<file path="src/rtl/laser_link_bist.sv">
// PRBS built-in self-test for the optical link: drives per-channel LFSR frames to the
// serializers, checks the words coming back from the deserializers and counts mismatches.
module laser_link_bist #(
  parameter int          NUM_CH    = 2,
  parameter int          DATA_W    = 8,
  parameter int          FRAME_LEN = 16,
  parameter int          TIMEOUT   = 4096,
  parameter logic [15:0] SEED      = 16'hACE1
) (
  input  logic                     clock,
  input  logic                     reset,
  input  logic                     start,
  input  logic                     tx_ready,
  output logic                     tx_valid,
  output logic [NUM_CH*DATA_W-1:0] tx_data,
  input  logic [NUM_CH-1:0]        rx_valid,
  input  logic [NUM_CH*DATA_W-1:0] rx_data,
  output logic                     busy,
  output logic                     done,
  output logic                     pass,
  output logic                     timeout,
  output logic [NUM_CH*16-1:0]     err_count,
  output logic [1:0]               bist_state
);
  // Handshake: a TX word moves on every cycle with tx_valid && tx_ready, and tx_valid/tx_data
  // hold until that happens. rx_valid[c] is a one-cycle strobe with no backpressure.
  typedef enum logic [1:0] {IDLE = 2'd0, SEND = 2'd1, WAIT = 2'd2, DONE = 2'd3} state_t;

  localparam int          CNT_W  = $clog2(FRAME_LEN + 1);
  localparam int          IDLE_W = $clog2(TIMEOUT + 1);
  localparam logic [31:0] SEED2  = {SEED, SEED};

  state_t            state, state_next;
  logic [15:0]       tx_lfsr [NUM_CH];
  logic [15:0]       rx_lfsr [NUM_CH];
  logic [15:0]       tx_step [NUM_CH];
  logic [15:0]       rx_step [NUM_CH];
  logic [15:0]       seed    [NUM_CH];
  logic [CNT_W-1:0]  rx_cnt  [NUM_CH];
  logic [CNT_W-1:0]  tx_cnt;
  logic [IDLE_W-1:0] idle_cnt;
  logic              all_rx_done, any_err, complete, idle_hit, xfer, last_tx;

  function automatic logic [15:0] lfsr_next(input logic [15:0] s);
    return {s[14:0], s[15] ^ s[13] ^ s[12] ^ s[10]};
  endfunction

  assign bist_state = state;

  // Channel c seed is SEED rotated left by c, taken as a window of the doubled seed.
  always_comb begin
    for (int c = 0; c < NUM_CH; c++) begin
      seed[c]    = SEED2[31-c -: 16];
      tx_step[c] = lfsr_next(tx_lfsr[c]);
      rx_step[c] = lfsr_next(rx_lfsr[c]);
    end
  end

  always_comb begin
    all_rx_done = 1'b1;
    any_err     = 1'b0;
    for (int c = 0; c < NUM_CH; c++) begin
      if (rx_cnt[c] != CNT_W'(FRAME_LEN)) all_rx_done = 1'b0;
      if (err_count[c*16 +: 16] != 16'd0) any_err = 1'b1;
    end
    xfer       = tx_valid && tx_ready;
    last_tx    = xfer && (tx_cnt == CNT_W'(FRAME_LEN - 1));
    complete   = (state == WAIT) && all_rx_done;
    idle_hit   = (idle_cnt == IDLE_W'(TIMEOUT));
    state_next = state;
    case (state)
      IDLE, DONE: if (start) state_next = SEND;
      SEND: begin
        if (idle_hit)     state_next = DONE;
        else if (last_tx) state_next = WAIT;
      end
      WAIT:    if (complete || idle_hit) state_next = DONE;
      default: state_next = IDLE;
    endcase
  end

  always_ff @(posedge clock or posedge reset) begin
    if (reset) state <= IDLE;
    else       state <= state_next;
  end

  always_ff @(posedge clock or posedge reset) begin
    if (reset) begin
      tx_valid  <= 1'b0;
      tx_data   <= '0;
      busy      <= 1'b0;
      done      <= 1'b0;
      pass      <= 1'b0;
      timeout   <= 1'b0;
      err_count <= '0;
      tx_cnt    <= '0;
      idle_cnt  <= '0;
      for (int c = 0; c < NUM_CH; c++) begin
        tx_lfsr[c] <= seed[c];
        rx_lfsr[c] <= seed[c];
        rx_cnt[c]  <= '0;
      end
    end else begin
      case (state)
        IDLE, DONE: begin
          if (start) begin
            tx_valid  <= 1'b1;
            busy      <= 1'b1;
            done      <= 1'b0;
            pass      <= 1'b0;
            timeout   <= 1'b0;
            err_count <= '0;
            tx_cnt    <= '0;
            idle_cnt  <= '0;
            for (int c = 0; c < NUM_CH; c++) begin
              tx_lfsr[c]                   <= seed[c];
              rx_lfsr[c]                   <= seed[c];
              rx_cnt[c]                    <= '0;
              tx_data[c*DATA_W +: DATA_W]  <= seed[c][DATA_W-1:0];
            end
          end
        end
        SEND, WAIT: begin
          idle_cnt <= (|rx_valid) ? '0 : idle_cnt + 1'b1;
          if (xfer) begin
            tx_cnt <= tx_cnt + 1'b1;
            for (int c = 0; c < NUM_CH; c++) begin
              tx_lfsr[c]                  <= tx_step[c];
              tx_data[c*DATA_W +: DATA_W] <= tx_step[c][DATA_W-1:0];
            end
          end
          // RX LFSRs advance per received word, so early words are checked in order too.
          for (int c = 0; c < NUM_CH; c++) begin
            if (rx_valid[c] && (rx_cnt[c] < CNT_W'(FRAME_LEN))) begin
              rx_lfsr[c] <= rx_step[c];
              rx_cnt[c]  <= rx_cnt[c] + 1'b1;
              if ((rx_data[c*DATA_W +: DATA_W] != rx_lfsr[c][DATA_W-1:0]) &&
                  (err_count[c*16 +: 16] != 16'hFFFF))
                err_count[c*16 +: 16] <= err_count[c*16 +: 16] + 16'd1;
            end
          end
          if (state_next == DONE) begin
            busy     <= 1'b0;
            done     <= 1'b1;
            tx_valid <= 1'b0;
            pass     <= complete && !any_err;
            timeout  <= !complete;
          end else if (last_tx) begin
            tx_valid <= 1'b0;
          end
        end
        default: ;
      endcase
    end
  end

endmodule

</file>
<file path="config.mk">
export PLATFORM = sky130hd
export DESIGN_NAME = laser_link_bist
export DESIGN_NICKNAME = d
export VERILOG_FILES = /design/src/rtl/laser_link_bist.sv
export SDC_FILE = /design/constraint.sdc
export NUM_CORES = 1
export LEC_CHECK = 0
export CORE_MARGIN = 2
export CORE_UTILIZATION = 40
export DETAILED_ROUTE_END_ITERATION = 16
export GPL_TIMING_DRIVEN = 0
export HOLD_SLACK_MARGIN = 0.08
export PLACE_DENSITY = 0.59
export SLEW_MARGIN = 10
export SYNTH_ARGS = -nofsm -noshare
export SYNTH_HDL_FRONTEND = slang
export SYNTH_SLANG_ARGS = --single-unit
</file>
<file path="constraint.sdc">
create_clock -name clock -period 6 [get_ports clock]
set_input_delay 1.2 -clock clock [delete_from_list [all_inputs] [get_ports clock]]
set_output_delay 1.2 -clock clock [all_outputs]
set_load 0.005 [all_outputs]
</file>
==> reports/qor.tcl, run 1 <==
set qor(via_count) 5631
set qor(final.min_clock_period_ns) 3.34
set qor(worst_hold_slack_ns) 0.455
set qor(floorplan.die_area_sq_um) 18000
set qor(cp_startpoint_kind) {input port}
set qor(cts_hold_buf) 0
set qor(fin_worst_skew_ns) 0.00512
set qor(postLayoutSetupSlackWorst_ns) 2.66
set qor(grt_overflow_total) 0
set qor(grt_start_max_net_pins) 74
set qor(global_route.usage.total) 0.198
set qor(gpl.final_weighted_congestion) 0.871
set qor(synth.mux.area_fraction) 0.00481
set qor(yosys.cell_types.count) 55
set qor(die_w_um) 134
set qor(synth-edff-count) 0
set qor(buffers_on_ports) 76
set qor(synth_top_area_frac) 0.396
set qor(drt_drc_violations_left) 0
set qor(final_hold_violation_count) 0
set qor(unrepaired_setup_endpoints_after_global_routing) {false}
set qor(std_cell_rows) 47
set qor(run_status) {complete, no violations}
set qor(worstSetupPathType) {input port to register}
set qor(place_inst) 1020
set qor(post_drt_via_cell_ratio) 5.35
set qor(fin_cells) 1052
set qor(initial_utilization) 0.409
set qor(syn-num-nets) 760
set qor(postSynthRegisterBits) 139
set qor(synth.area.top_cells) {dfrtp_1, dfstp_2, nand2_1, xor2_1, nand3_1}
set qor(pwr_density_cell_nw_per_um2) 454
set qor(worstPathCellList) {clkdlybuf4s50_1 -> xor2_1 -> nor4_1 -> a21oi_1 -> nand2_1 -> buf_2 -> o211ai_1 -> o31ai_1}
set qor(gate_count_post_synth) 723
set qor(violation_count_after_the_first_detailed_route_iteration) 486
set qor(detailed_place_hpwl_um) 11500
set qor(number_of_max_slew_violations_in_the_final_report) 0
set qor(synth_simple_gate_area_frac) 0.247
set qor(clock.fmax_mhz) 299
set qor(antenna_found_initial) 0
set qor(cp.buffers_inverters) 2
set qor(post_drt_wl_per_cell_um) 16.0
set qor(dr.pass1.iters) 5
set qor(drv.max_cap_violation_count) 0
set qor(timing.setup.tns_ns) 0
set qor(antenna_violating_nets_post_route) 0
set qor(max_slew.worst_pin.slew_ns) 1.04
set qor(worst_ir_drop_vdd_mv) 0.246
set qor(synth_adder_area_share) 0.0278
set qor(post_dp_cell_area_sq_um) 7830
set qor(worst_ep_required_time_ns) 6.30
set qor(growth_of_design_area_from_synthesis_to_finish_pct) 25.0
set qor(post_synth_most_frequent_cells) {nand2_1, dfrtp_1, nand3_1}
set qor(grt_first_pass_wirelength_um) 28100
set qor(clk-insertion-delay-late_ns) 0.42
set qor(power_frac_comb) 0.309
set qor(totalWireLength_um) 16800
set qor(ys.flop_type) {dfrtp_1}
set qor(fp.coreArea_sq_um) 16500
set qor(critical-path-slowest-cell) {a21oi_1}
set qor(category_of_the_worst_setup_path_capture_point) {register}
set qor(synth.avg_cell_area_sq_um) 9.35
set qor(tritoncts) {built}
set qor(diodes) 0
set qor(synth-xor-area-share) 0.0674
set qor(period_share) 0.557
set qor(synthMostInstantiatedCell) {nand2_1}
set qor(worst-endpoint-arrival_ns) 3.64
set qor(netlist_area_sq_um) 6760
set qor(synth-seq-area-share) 0.520
set qor(num-fill-cells) 1478
set qor(numCtsBuffers) 17
set qor(worst_setup_hold_path_clk_slew_ns) 0.06
set qor(regToRegSetupSlack_ns) 2.98
set qor(post_cts.resized_instances) 0
set qor(net_switching_share_of_the_total_power) 0.343
set qor(clockPowerShare) 0.288
set qor(number_of_global_route_vias_before_repair) 5531
set qor(leakage_nw) 3.75
set qor(hold_path_class) {register to register}
set qor(cp_top_family) {compound AO/OA/AOI/OAI gates}
set qor(dp_slack_ns) 2.27
set qor(cts.repair_timing.setup_buffer_count) 0
set qor(design_area_sq_um) 8450
set qor(finalNetCount) 856
set qor(htreeDepth) 4
set qor(critical_path.max_stage_delay_ns) 0.83
set qor(synth_compound_gate_area_share) 0.0940
set qor(post_route_utilization) 0.511
set qor(main_combinational_cell_family_by_area_after_synthesis) {simple AND/OR/NAND/NOR gates}
set qor(cts.sinks) 139
set qor(ctsRootBufferMaster) {clkbuf_16}
set qor(cts-root-to-sink-buffers) 2
set qor(timing.max_slew.rel_slack) 0.306
set qor(yosys_warnings) 0
set qor(power_mw) 3.84
set qor(crit_fanout) 10
set qor(setup_viol_count_final) 0
set qor(seqPwrFrac) 0.403
set qor(synth-async-reset-ratio) 1.00
set qor(power.switching_mw) 1.32
set qor(die_height_um) 134
set qor(synth.largest_area_cell) {dfrtp_1}
set qor(floorplan.io_pins) 77
set qor(internal_power_mw) 2.52
set qor(drive_above_1_share) 0.109
-- state kept, by name, summed over array words and instances, names as in the netlist --
register and count:
rx_lfsr 32, bist_state 2, rx_cnt 10, done 1, err_count 32, tx_data 16
pass 1, tx_cnt 5, timeout 1, idle_cnt 13, busy 1, tx_lfsr 24
tx_valid 1
-- metal layers --
layer  wire [um]  part of all wire  track usage
met1        7990              0.47        0.268
met2        7850              0.47        0.311
met3         691             0.041       0.0412
met4         313             0.019       0.0801
met5           0                 0            0
-- worst min-delay path, cell delays in order (launching register included) --
cell,delay [ns]
dfstp_2,0.36
nand2_1,0.05
nand2_1,0.04
-- path summary, 6_finish.rpt --
check,start,endpoint,cells past startpoint
min in group asynchronous,reset,rx_lfsr[18],2
min,tx_lfsr[1],tx_lfsr[1],2
max reg2reg,bist_state[0],tx_lfsr[11],9
max in group asynchronous,reset,tx_lfsr[27],3
max,rx_data[6],err_count[3],8
min reg2reg,tx_lfsr[1],tx_lfsr[1],2
-- final cells by class --
type,count,area (sq um),share of cell area
clock inverter,10,138,0.0163
tap,220,275,0.0326
sequential,139,3520,0.416
timing repair buffer,77,788,0.0933
inverter,16,65.1,0.00770
multi-input combinational,525,2980,0.353
clock buffer,22,484,0.0573
buffer,43,200,0.0237
-- power groups by stage --
| stage | Sequential [mW] | Combinational, mW | Clock, mW |
|---|---|---|---|
| finish | 1.55 | 1.19 | 1.11 |
| floorplan | 1.49 | 0.789 | 0 |
| detailed placement | 1.56 | 1.19 | 0 |
| CTS | 1.55 | 1.20 | 1.12 |
| global route | 1.59 | 1.34 | 1.17 |
| global placement | 1.55 | 1.15 | 0 |
-- layout by cell type, fill, tap and decap left out, types with 4 or more instances in the layout --
master           instances
dfstp_2                 32
clkdlybuf4s50_1         76
nor2_1                  42
xnor2_1                 12
ha_1                    15
nand2_1                160
clkbuf_16               17
buf_1                    9
nand3_1                 61
clkbuf_8                 4
a21oi_1                 15
and3_1                  15
buf_4                    8
a21o_1                   4
nand4_1                 20
nor4_1                  11
a31oi_1                  4
o31ai_1                  8
xor2_1                  40
inv_1                   15
and2_1                   5
o21ai_0                 55
dfrtp_1                107
clkbuf_1                25
or4_1                    6
or3_1                    4
nor3_1                   5
o211ai_1                 5
-- kinds of logic (layout without fill, tap and decap cells) --
group | Yosys count | count (layout)
buffers and inverters | 59 | 168
adder cells (fa/ha/maj) | 15 | 15
flip-flops | 139 | 139
multiplexers | 3 | 3
AO/OA/AOI/OAI | 104 | 104
XOR/XNOR | 52 | 52
AND/OR/NAND/NOR | 351 | 351
No activity file was read; power rests on OpenSTA's default activity.
==> run 2: changes to the inputs <==
clock period = 3.5 ns   (was 6 ns; I/O delays follow)
==> run 2 against run 1 <==
Count of clock-buffer cells in the layout fell by 1. Worst hold slack gained 0.00062 ns. Setup slack got worse by 2.3 ns. Register-to-register slack got worse by 2.6 ns. Clock power rose by 79%. First-iteration DRC count down 12%. Die area unchanged. Clock skew increased by 0.0033 ns. Final area grew 0.96%. Largest cell class unchanged. Largest power group unchanged.
==> reports/qor.tcl, run 2 (same netlist as run 1, synthesis figures left out) <==
set qor(run_status) {complete, no violations}
set qor(cts_hold_buf) 0
set qor(gpl.final_weighted_congestion) 0.862
set qor(fp.coreArea_sq_um) 16500
set qor(htreeDepth) 4
set qor(unrepaired_setup_endpoints_after_global_routing) {false}
set qor(growth_of_design_area_from_synthesis_to_finish_pct) 26.2
set qor(clk-insertion-delay-late_ns) 0.42
set qor(grt_overflow_total) 0
set qor(die_w_um) 134
set qor(finalNetCount) 859
set qor(final.min_clock_period_ns) 3.12
set qor(commonest_non_fill_non_tap_cells_in_the_layout) {nand2_1, dfrtp_1, clkdlybuf4s50_1}
set qor(dp_slack_ns) 0.248
set qor(post_cts.resized_instances) 0
set qor(ctsRootBufferMaster) {clkbuf_16}
set qor(diodes) 0
set qor(grt_first_pass_wirelength_um) 27700
set qor(timing.max_slew.rel_slack) 0.313
set qor(hold_path_class) {register to register}
set qor(numCtsBuffers) 17
set qor(category_of_the_worst_setup_path_capture_point) {register}
set qor(global_route.usage.total) 0.193
set qor(clock.fmax_mhz) 320
set qor(number_of_max_slew_violations_in_the_final_report) 0
set qor(r2r_cells) 9
set qor(timing.setup.tns_ns) 0
set qor(period_share) 0.892
set qor(antenna_found_initial) 0
set qor(floorplan.die_area_sq_um) 18000
set qor(worst_ep_required_time_ns) 3.86
set qor(dr.pass1.iters) 5
set qor(floorplan.io_pins) 77
set qor(hold_depth) 2
set qor(antenna_violating_nets_post_route) 0
set qor(top_flop_regs) {err_count (32), rx_lfsr (32), tx_lfsr (24)}
set qor(drt_drc_violations_left) 0
set qor(totalWireLength_um) 16900
set qor(tritoncts) {built}
set qor(post_route_utilization) 0.516
set qor(fin_worst_skew_ns) 0.00840
set qor(worst-endpoint-arrival_ns) 3.48
set qor(crit_fanout) 10
set qor(violation_count_after_the_first_detailed_route_iteration) 426
set qor(worst_setup_hold_path_clk_slew_ns) 0.06
set qor(post_drt_via_cell_ratio) 5.36
set qor(max_slew.worst_pin.slew_ns) 1.03
set qor(power_mw) 6.69
set qor(cts.repair_timing.setup_buffer_count) 0
set qor(cts-root-to-sink-buffers) 2
set qor(cp_startpoint_kind) {register}
set qor(number_of_global_route_vias_before_repair) 5454
set qor(pwr_density_cell_nw_per_um2) 783
set qor(cts.sinks) 139
set qor(post_drt_wl_per_cell_um) 16.0
set qor(layout_commonest_cell) {nand2_1}
set qor(die_height_um) 134
set qor(std_cell_rows) 47
set qor(postLayoutSetupSlackWorst_ns) 0.379
set qor(worst_ir_drop_vdd_mv) 0.424
set qor(drive_above_1_share) 0.111
set qor(detailed_place_hpwl_um) 11600
set qor(grt_start_max_net_pins) 38
set qor(via_count) 5652
set qor(final_hold_violation_count) 0
set qor(initial_utilization) 0.409
set qor(leakage_nw) 3.78
set qor(setup_viol_count_final) 0
set qor(drv.max_cap_violation_count) 0
set qor(worstSetupPathType) {register to register}
set qor(buffers_on_ports) 76
-- run 2: path summary, 6_finish.rpt --
kind	startpoint	endpoint	slack, ns
min in group asynchronous	reset	rx_lfsr[20]	0.62
worst max-delay path	bist_state[0]	tx_lfsr[11]	0.38
max in group asynchronous	reset	tx_lfsr[1]	2.09
worst max register to register	bist_state[0]	tx_lfsr[11]	0.38
worst min-delay path	tx_lfsr[1]	tx_lfsr[1]	0.46
worst min register to register	tx_lfsr[1]	tx_lfsr[1]	0.46
-- run 2: power breakdown --
| part | internal (mW) | switching [mW] |
|---|---|---|
| registers | 2.23 | 0.421 |
| logic | 0.906 | 1.14 |
| clock network | 1.30 | 0.694 |
| total | 4.43 | 2.25 |
-- run 2: stage by stage --
stage / hold WS, ns / instance area (sq um) / std cells
3_5_place_dp: 0.448 / 7880 / 1023
2_1_floorplan: 0.438 / 6770 / 723
3_3_place_gp: 0.446 / 7800 / 1019
5_1_grt: 0.467 / 8530 / 1055
6_report: 0.456 / 8530 / 1055
4_1_cts: 0.459 / 8530 / 1055
-- run 2: metal layers --
metal	track usage	up-vias	wire length, um
li1	-	2689	-
met1	0.271	2805	7920
met2	0.300	136	7970
met3	0.0363	22	695
met4	0.0725	0	293
met5	0	-	0
-- run 2: area by class of cell --
class	count	area (sq um)
multi-input combinational	525	2980
sequential	139	3520
clock inverter	11	191
fill	1490	7990
timing repair buffer	80	841
clock buffer	21	460
inverter	16	63.8
buffer	43	200
tap	220	275
-- run 2: critical path, cell delays in order (launching register included) --
cell and delay (ns):
dfrtp_1 0.44, inv_1 0.12, ha_1 0.39, clkbuf_1 0.49
inv_1 0.28, nand3_1 0.20, clkbuf_1 0.40, buf_1 0.47
o21ai_0 0.17, nand2_1 0.10
